--- src/rtl/fifo_pkg.sv ---
// Shared definitions for the parametrised FIFO family.
package fifo_pkg;

    localparam int unsigned FIFO_MODE_STD  = 0;
    localparam int unsigned FIFO_MODE_FWFT = 1;

    // Width needed to hold an occupancy value 0..depth.
    function automatic int unsigned cnt_width(input int unsigned depth);
        return $clog2(depth + 1);
    endfunction

endpackage

--- src/rtl/fifo_mem.sv ---
// DEPTH x DATA_WIDTH storage: synchronous write, asynchronous read, no reset.
module fifo_mem #(
    parameter int unsigned DATA_WIDTH = 8,
    parameter int unsigned DEPTH      = 8,
    parameter int unsigned AW         = $clog2(DEPTH)
) (
    input  logic                  clk,
    input  logic                  wr_en_i,
    input  logic [AW-1:0]         w_idx_i,
    input  logic [DATA_WIDTH-1:0] wdata_i,
    input  logic [AW-1:0]         r_idx_i,
    output logic [DATA_WIDTH-1:0] rdata_o
);

    logic [DATA_WIDTH-1:0] mem_q [DEPTH];

    // Write port; contents deliberately left unreset.
    always_ff @(posedge clk) begin
        if (wr_en_i) begin
            mem_q[w_idx_i] <= wdata_i;
        end
    end

    assign rdata_o = mem_q[r_idx_i];

endmodule

--- src/rtl/fifo_param.sv ---
// Parametrised synchronous FIFO: arbitrary depth, STD/FWFT read, level flags,
// synchronous flush and overflow/underflow pulses.
module fifo_param
    import fifo_pkg::*;
#(
    parameter int unsigned DATA_WIDTH = 8,
    parameter int unsigned DEPTH      = 8,
    parameter int unsigned FWFT       = 0,
    parameter int unsigned AF_LEVEL   = DEPTH - 1,
    parameter int unsigned AE_LEVEL   = 1,
    localparam int unsigned CW        = cnt_width(DEPTH)
) (
    input  logic                  clk,
    input  logic                  rst,
    input  logic                  flush,
    input  logic                  wr_en,
    input  logic [DATA_WIDTH-1:0] data_in,
    input  logic                  rd_en,
    output logic [DATA_WIDTH-1:0] data_out,
    output logic                  rd_valid,
    output logic                  full,
    output logic                  empty,
    output logic                  almost_full,
    output logic                  almost_empty,
    output logic [CW-1:0]         count,
    output logic                  overflow,
    output logic                  underflow
);

    localparam int unsigned AW = $clog2(DEPTH);

    // Reject illegal threshold settings at elaboration.
    if ((AF_LEVEL < 1) || (AF_LEVEL > DEPTH)) begin : g_bad_af
        $error("fifo_param: AF_LEVEL %0d outside 1..%0d", AF_LEVEL, DEPTH);
    end
    if (AE_LEVEL > DEPTH - 1) begin : g_bad_ae
        $error("fifo_param: AE_LEVEL %0d outside 0..%0d", AE_LEVEL, DEPTH - 1);
    end

    logic [AW-1:0]         w_idx_q, w_idx_d;
    logic [AW-1:0]         r_idx_q, r_idx_d;
    logic [CW-1:0]         count_q, count_d;
    logic                  overflow_q, overflow_d;
    logic                  underflow_q, underflow_d;
    logic                  rd_acc_c, wr_acc_c;
    logic [DATA_WIDTH-1:0] mem_rdata;

    fifo_mem #(
        .DATA_WIDTH (DATA_WIDTH),
        .DEPTH      (DEPTH),
        .AW         (AW)
    ) u_mem (
        .clk     (clk),
        .wr_en_i (wr_acc_c),
        .w_idx_i (w_idx_q),
        .wdata_i (data_in),
        .r_idx_i (r_idx_q),
        .rdata_o (mem_rdata)
    );

    // Acceptance, index/count update and error detection; flush overrides all.
    always_comb begin
        rd_acc_c    = rd_en && (count_q != '0) && !flush;
        wr_acc_c    = wr_en && ((count_q != CW'(DEPTH)) || rd_acc_c) && !flush;
        w_idx_d     = w_idx_q;
        r_idx_d     = r_idx_q;
        count_d     = count_q + CW'(wr_acc_c) - CW'(rd_acc_c);
        overflow_d  = wr_en && !wr_acc_c && !flush;
        underflow_d = rd_en && !rd_acc_c && !flush;
        if (wr_acc_c) begin
            w_idx_d = (w_idx_q == AW'(DEPTH - 1)) ? '0 : w_idx_q + AW'(1);
        end
        if (rd_acc_c) begin
            r_idx_d = (r_idx_q == AW'(DEPTH - 1)) ? '0 : r_idx_q + AW'(1);
        end
        if (flush) begin
            w_idx_d = '0;
            r_idx_d = '0;
            count_d = '0;
        end
    end

    // Control state registers.
    always_ff @(posedge clk or negedge rst) begin
        if (!rst) begin
            w_idx_q     <= '0;
            r_idx_q     <= '0;
            count_q     <= '0;
            overflow_q  <= 1'b0;
            underflow_q <= 1'b0;
        end else begin
            w_idx_q     <= w_idx_d;
            r_idx_q     <= r_idx_d;
            count_q     <= count_d;
            overflow_q  <= overflow_d;
            underflow_q <= underflow_d;
        end
    end

    assign count        = count_q;
    assign full         = (count_q == CW'(DEPTH));
    assign empty        = (count_q == '0);
    assign almost_full  = (count_q >= CW'(AF_LEVEL));
    assign almost_empty = (count_q <= CW'(AE_LEVEL));
    assign overflow     = overflow_q;
    assign underflow    = underflow_q;

    if (FWFT == FIFO_MODE_FWFT) begin : g_fwft
        // Head word is presented directly whenever the FIFO holds data.
        assign data_out = (count_q != '0) ? mem_rdata : '0;
        assign rd_valid = (count_q != '0);
    end else begin : g_std
        logic [DATA_WIDTH-1:0] data_q, data_d;
        logic                  rd_valid_q, rd_valid_d;

        // Registered read: capture the head word on each accepted pop.
        always_comb begin
            data_d     = data_q;
            rd_valid_d = rd_acc_c;
            if (flush) begin
                data_d = '0;
            end else if (rd_acc_c) begin
                data_d = mem_rdata;
            end
        end

        // Read output registers.
        always_ff @(posedge clk or negedge rst) begin
            if (!rst) begin
                data_q     <= '0;
                rd_valid_q <= 1'b0;
            end else begin
                data_q     <= data_d;
                rd_valid_q <= rd_valid_d;
            end
        end

        assign data_out = data_q;
        assign rd_valid = rd_valid_q;
    end

endmodule

--- config.mk ---
export PLATFORM = sky130hd
export DESIGN_NAME = fifo_param
export DESIGN_NICKNAME = d
export VERILOG_FILES = /design/src/rtl/fifo_pkg.sv /design/src/rtl/fifo_mem.sv /design/src/rtl/fifo_param.sv
export SDC_FILE = /design/constraint.sdc
export NUM_CORES = 1
export LEC_CHECK = 0
export ABC_AREA = 1
export CORE_UTILIZATION = 55
export CTS_CLUSTER_SIZE = 30
export DETAILED_ROUTE_END_ITERATION = 7
export PLACE_DENSITY = 0.74
export SLEW_MARGIN = 40
export SYNTH_ARGS = -nofsm -noshare
export SYNTH_HDL_FRONTEND = slang
export SYNTH_SLANG_ARGS = --single-unit
--- constraint.sdc ---
create_clock -name clk -period 2.9 [get_ports clk]
set_input_delay 0.58 -clock clk [delete_from_list [all_inputs] [get_ports clk]]
set_output_delay 0.58 -clock clk [all_outputs]
set_load 0.02 [all_outputs]
==> results.py <==
metrics = {
    "outcome": {
        "status": "finished, violations left",
        "violations": "DRC",
    },
    "routing": {
        "vias": 2512,
        "finalWirelength_mm": 7.25,
        "ant_nets": 0,
        "dr_wl_met2_mm": 3.49,
        "drt_iter0_drc": 163,
        "dr.pass1.iters": 6,
        "vias_per_cell": 5.24,
        "drcViolationCount": 2,
        "highest_layer": "met4",
        "met3_length_um": 420,
        "wl_met1_mm": 3.23,
        "wl_per_cell_um": 15.1,
    },
    "clocking": {
        "cts.repair.resized": 0,
        "clkTransAtPathRegs_ps": 80,
        "cts_tree": "built",
        "cts_buffer_depth": 2,
        "cts_setup_buffers": 0,
        "hold_buffers": 0,
        "insertion_delay_ps": 350,
        "cts-root-buf": "clkbuf_8",
        "numCtsBuffers": 9,
        "clock-sinks": 85,
        "cts_max_level": 3,
    },
    "synth": {
        "synthArstFlopShare": 0.247,
        "ys_seq_area_frac": 0.646,
        "synth-main-ff-cell": "edfxtp_1",
        "yosysWarningCount": 0,
        "ys_types": 25,
        "synth-edff-count": 64,
        "synth_cells": 358,
        "synth_nets": 383,
        "ys_ff_latch": 85,
        "syn_area_per_cell_um2": 10.6,
        "syn-cell-area_um2": 3790,
    },
    "layout": {
        "fin_nets": 422,
        "antenna_cells": 0,
        "mostFrequentLayoutCell": "nand2_1",
        "final_cells": 479,
        "drive_gt1_frac": 0.102,
        "layout_common_cells": "nand2_1, edfxtp_1, nand3_1, inv_1, clkdlybuf4s50_1",
        "fill_cells": 461,
        "area_delta_synth_final_pct": 17.4,
    },
    "worst_setup_path": {
        "critPathKind": "register to output pin",
        "rrSetupSlack_ps": 540,
        "end_kind": "output pin",
        "reg2reg_depth": 12,
        "crit_required_ps": 2320,
        "rr_startpoint": "count[3]",
        "critPathMaxFanout": 4,
        "critPathArrivalTime_ps": 2010,
        "start_kind": "register",
        "reg2reg_to": "count[2]",
    },
    "placement": {
        "dp_hpwl_mm": 4.60,
        "gp_congestion": 0.783,
        "port_buffers": 31,
        "dp_slack_ps": 179,
        "dpl.cell_count": 463,
    },
    "power_and_ir_drop": {
        "power.density_nw_per_um2": 832,
        "irDropWorstVdd_uv": 416,
        "power_mw": 3.70,
        "total_leakage_power_nw": 1.88,
    },
    "die": {
        "die_w_um": 85.0,
        "ios": 32,
        "initial_core_util": 0.583,
        "rows": 29,
        "core_um2": 6490,
        "die_area_um2": 7220,
        "die_h_um": 85.0,
    },
    "worst_hold_path": {
        "hold_path_depth": 2,
        "hold_end": "data_out[6]",
        "min_from": "data_out[6]",
        "hold_class": "register to register",
    },
    "timing": {
        "hold_ws_ps": 482,
        "slew_headroom": 0.607,
        "hold_violations": 0,
        "fin_tns_setup_ps": 0,
        "fin_ws_ps": 306,
        "skew_ps": 8.97,
        "setup-violations-final": 0,
        "rsz0062_at_grt": "false",
        "worstMarginPinSlew_ps": 589,
        "period_share": 0.894,
        "max_freq_ghz": 0.386,
        "final_max_slew_viol_count": 0,
        "fin_crit_ps": 2590,
    },
    "global_routing": {
        "grt_pass1_vias": 2459,
        "antenna_found_initial": 0,
        "grt_max_degree": 36,
        "grt.overflow.total": 0,
        "grt_pass1_wl_mm": 11.6,
        "track_usage": 0.220,
    },
    "flow_run": {
        "max_cap_viol_count": 0,
    },
}
-- critical path, cell delays in order, from the launching register on --
cell and delay, ps:
dfrtp_1 420, inv_1 130, ha_1 250, a21oi_1 90, a21o_1 160, inv_1 40, clkdlybuf4s50_1 580
-- power by group --
part	switching, mW	total [mW]	leakage (nW)	internal (mW)
sequential	0.0784	1.49	0.860	1.42
clock	0.392	1.05	0.125	0.657
combinational	0.710	1.15	0.892	0.445
total	1.18	3.70	1.88	2.52
-- cell families after synthesis --
family          after synthesis  share of synthesized area
buf+inv                      50                     0.0572
fa+ha+maj                    12                     0.0416
flops                        85                      0.646
compound gates               17                     0.0241
xor+xnor                      1                    0.00231
simple gates                193                      0.229
-- Yosys cell counts, types with 2 or more instances --
cell	count	area, µm²
nand2_1	106	398
edfxtp_1	64	1920
nand3_1	46	230
inv_1	33	124
nor2_1	23	86.3
dfrtp_1	21	526
ha_1	11	138
nor2_2	9	56.3
o21ai_0	9	45.0
buf_2	7	35.0
buf_4	5	37.5
a21oi_1	4	20.0
nand4_1	3	18.8
clkinv_1	2	7.51
inv_2	2	7.51
nand2_4	2	22.5
nand3_4	2	35.0
o21ai_1	2	10.0
-- flip-flops by register name (all words and copies together) (netlist names) --
register and count:
r_idx_q 3, overflow 1, rd_valid 1, data_out 8, u_mem.mem_q 64, underflow 1, count 4, w_idx_q 3
-- cell type report --
class | count | area [µm²] | share of cell area
clock buffer | 11 | 131 | 0.0295
clock inverter | 5 | 124 | 0.0279
inverter | 37 | 139 | 0.0312
multi-input combinational | 223 | 1120 | 0.253
sequential | 85 | 2450 | 0.550
tap | 77 | 96.3 | 0.0217
timing repair buffer | 41 | 385 | 0.0867
-- worst max path at each step --
stage / from / to / slack (ps) / cells past startpoint
floorplan: count[2] / count[1] / 410 / 11
CTS: count[2] / almost_empty / 290 / 6
finish: count[3] / almost_empty / 310 / 6
detailed placement: rd_en / count[2] / 180 / 10
global route: count[2] / almost_empty / 190 / 6
global placement: rd_en / count[2] / 230 / 10
-- layer usage --
metal / up-vias / GRT usage
met2: 76 / 0.359
met3: 10 / 0.0389
met4: 0 / 0.134
met1: 1167 / 0.278
li1: 1259 / -
met5: - / 0
-- stage by stage --
stage,utilization,instance area [µm²]
floorplan,-,3790
global placement,0.645,4190
global route,0.685,4450
CTS,0.685,4450
finish,0.685,4450
detailed placement,0.645,4190
Note: power is estimated with default switching activity, not from simulation.
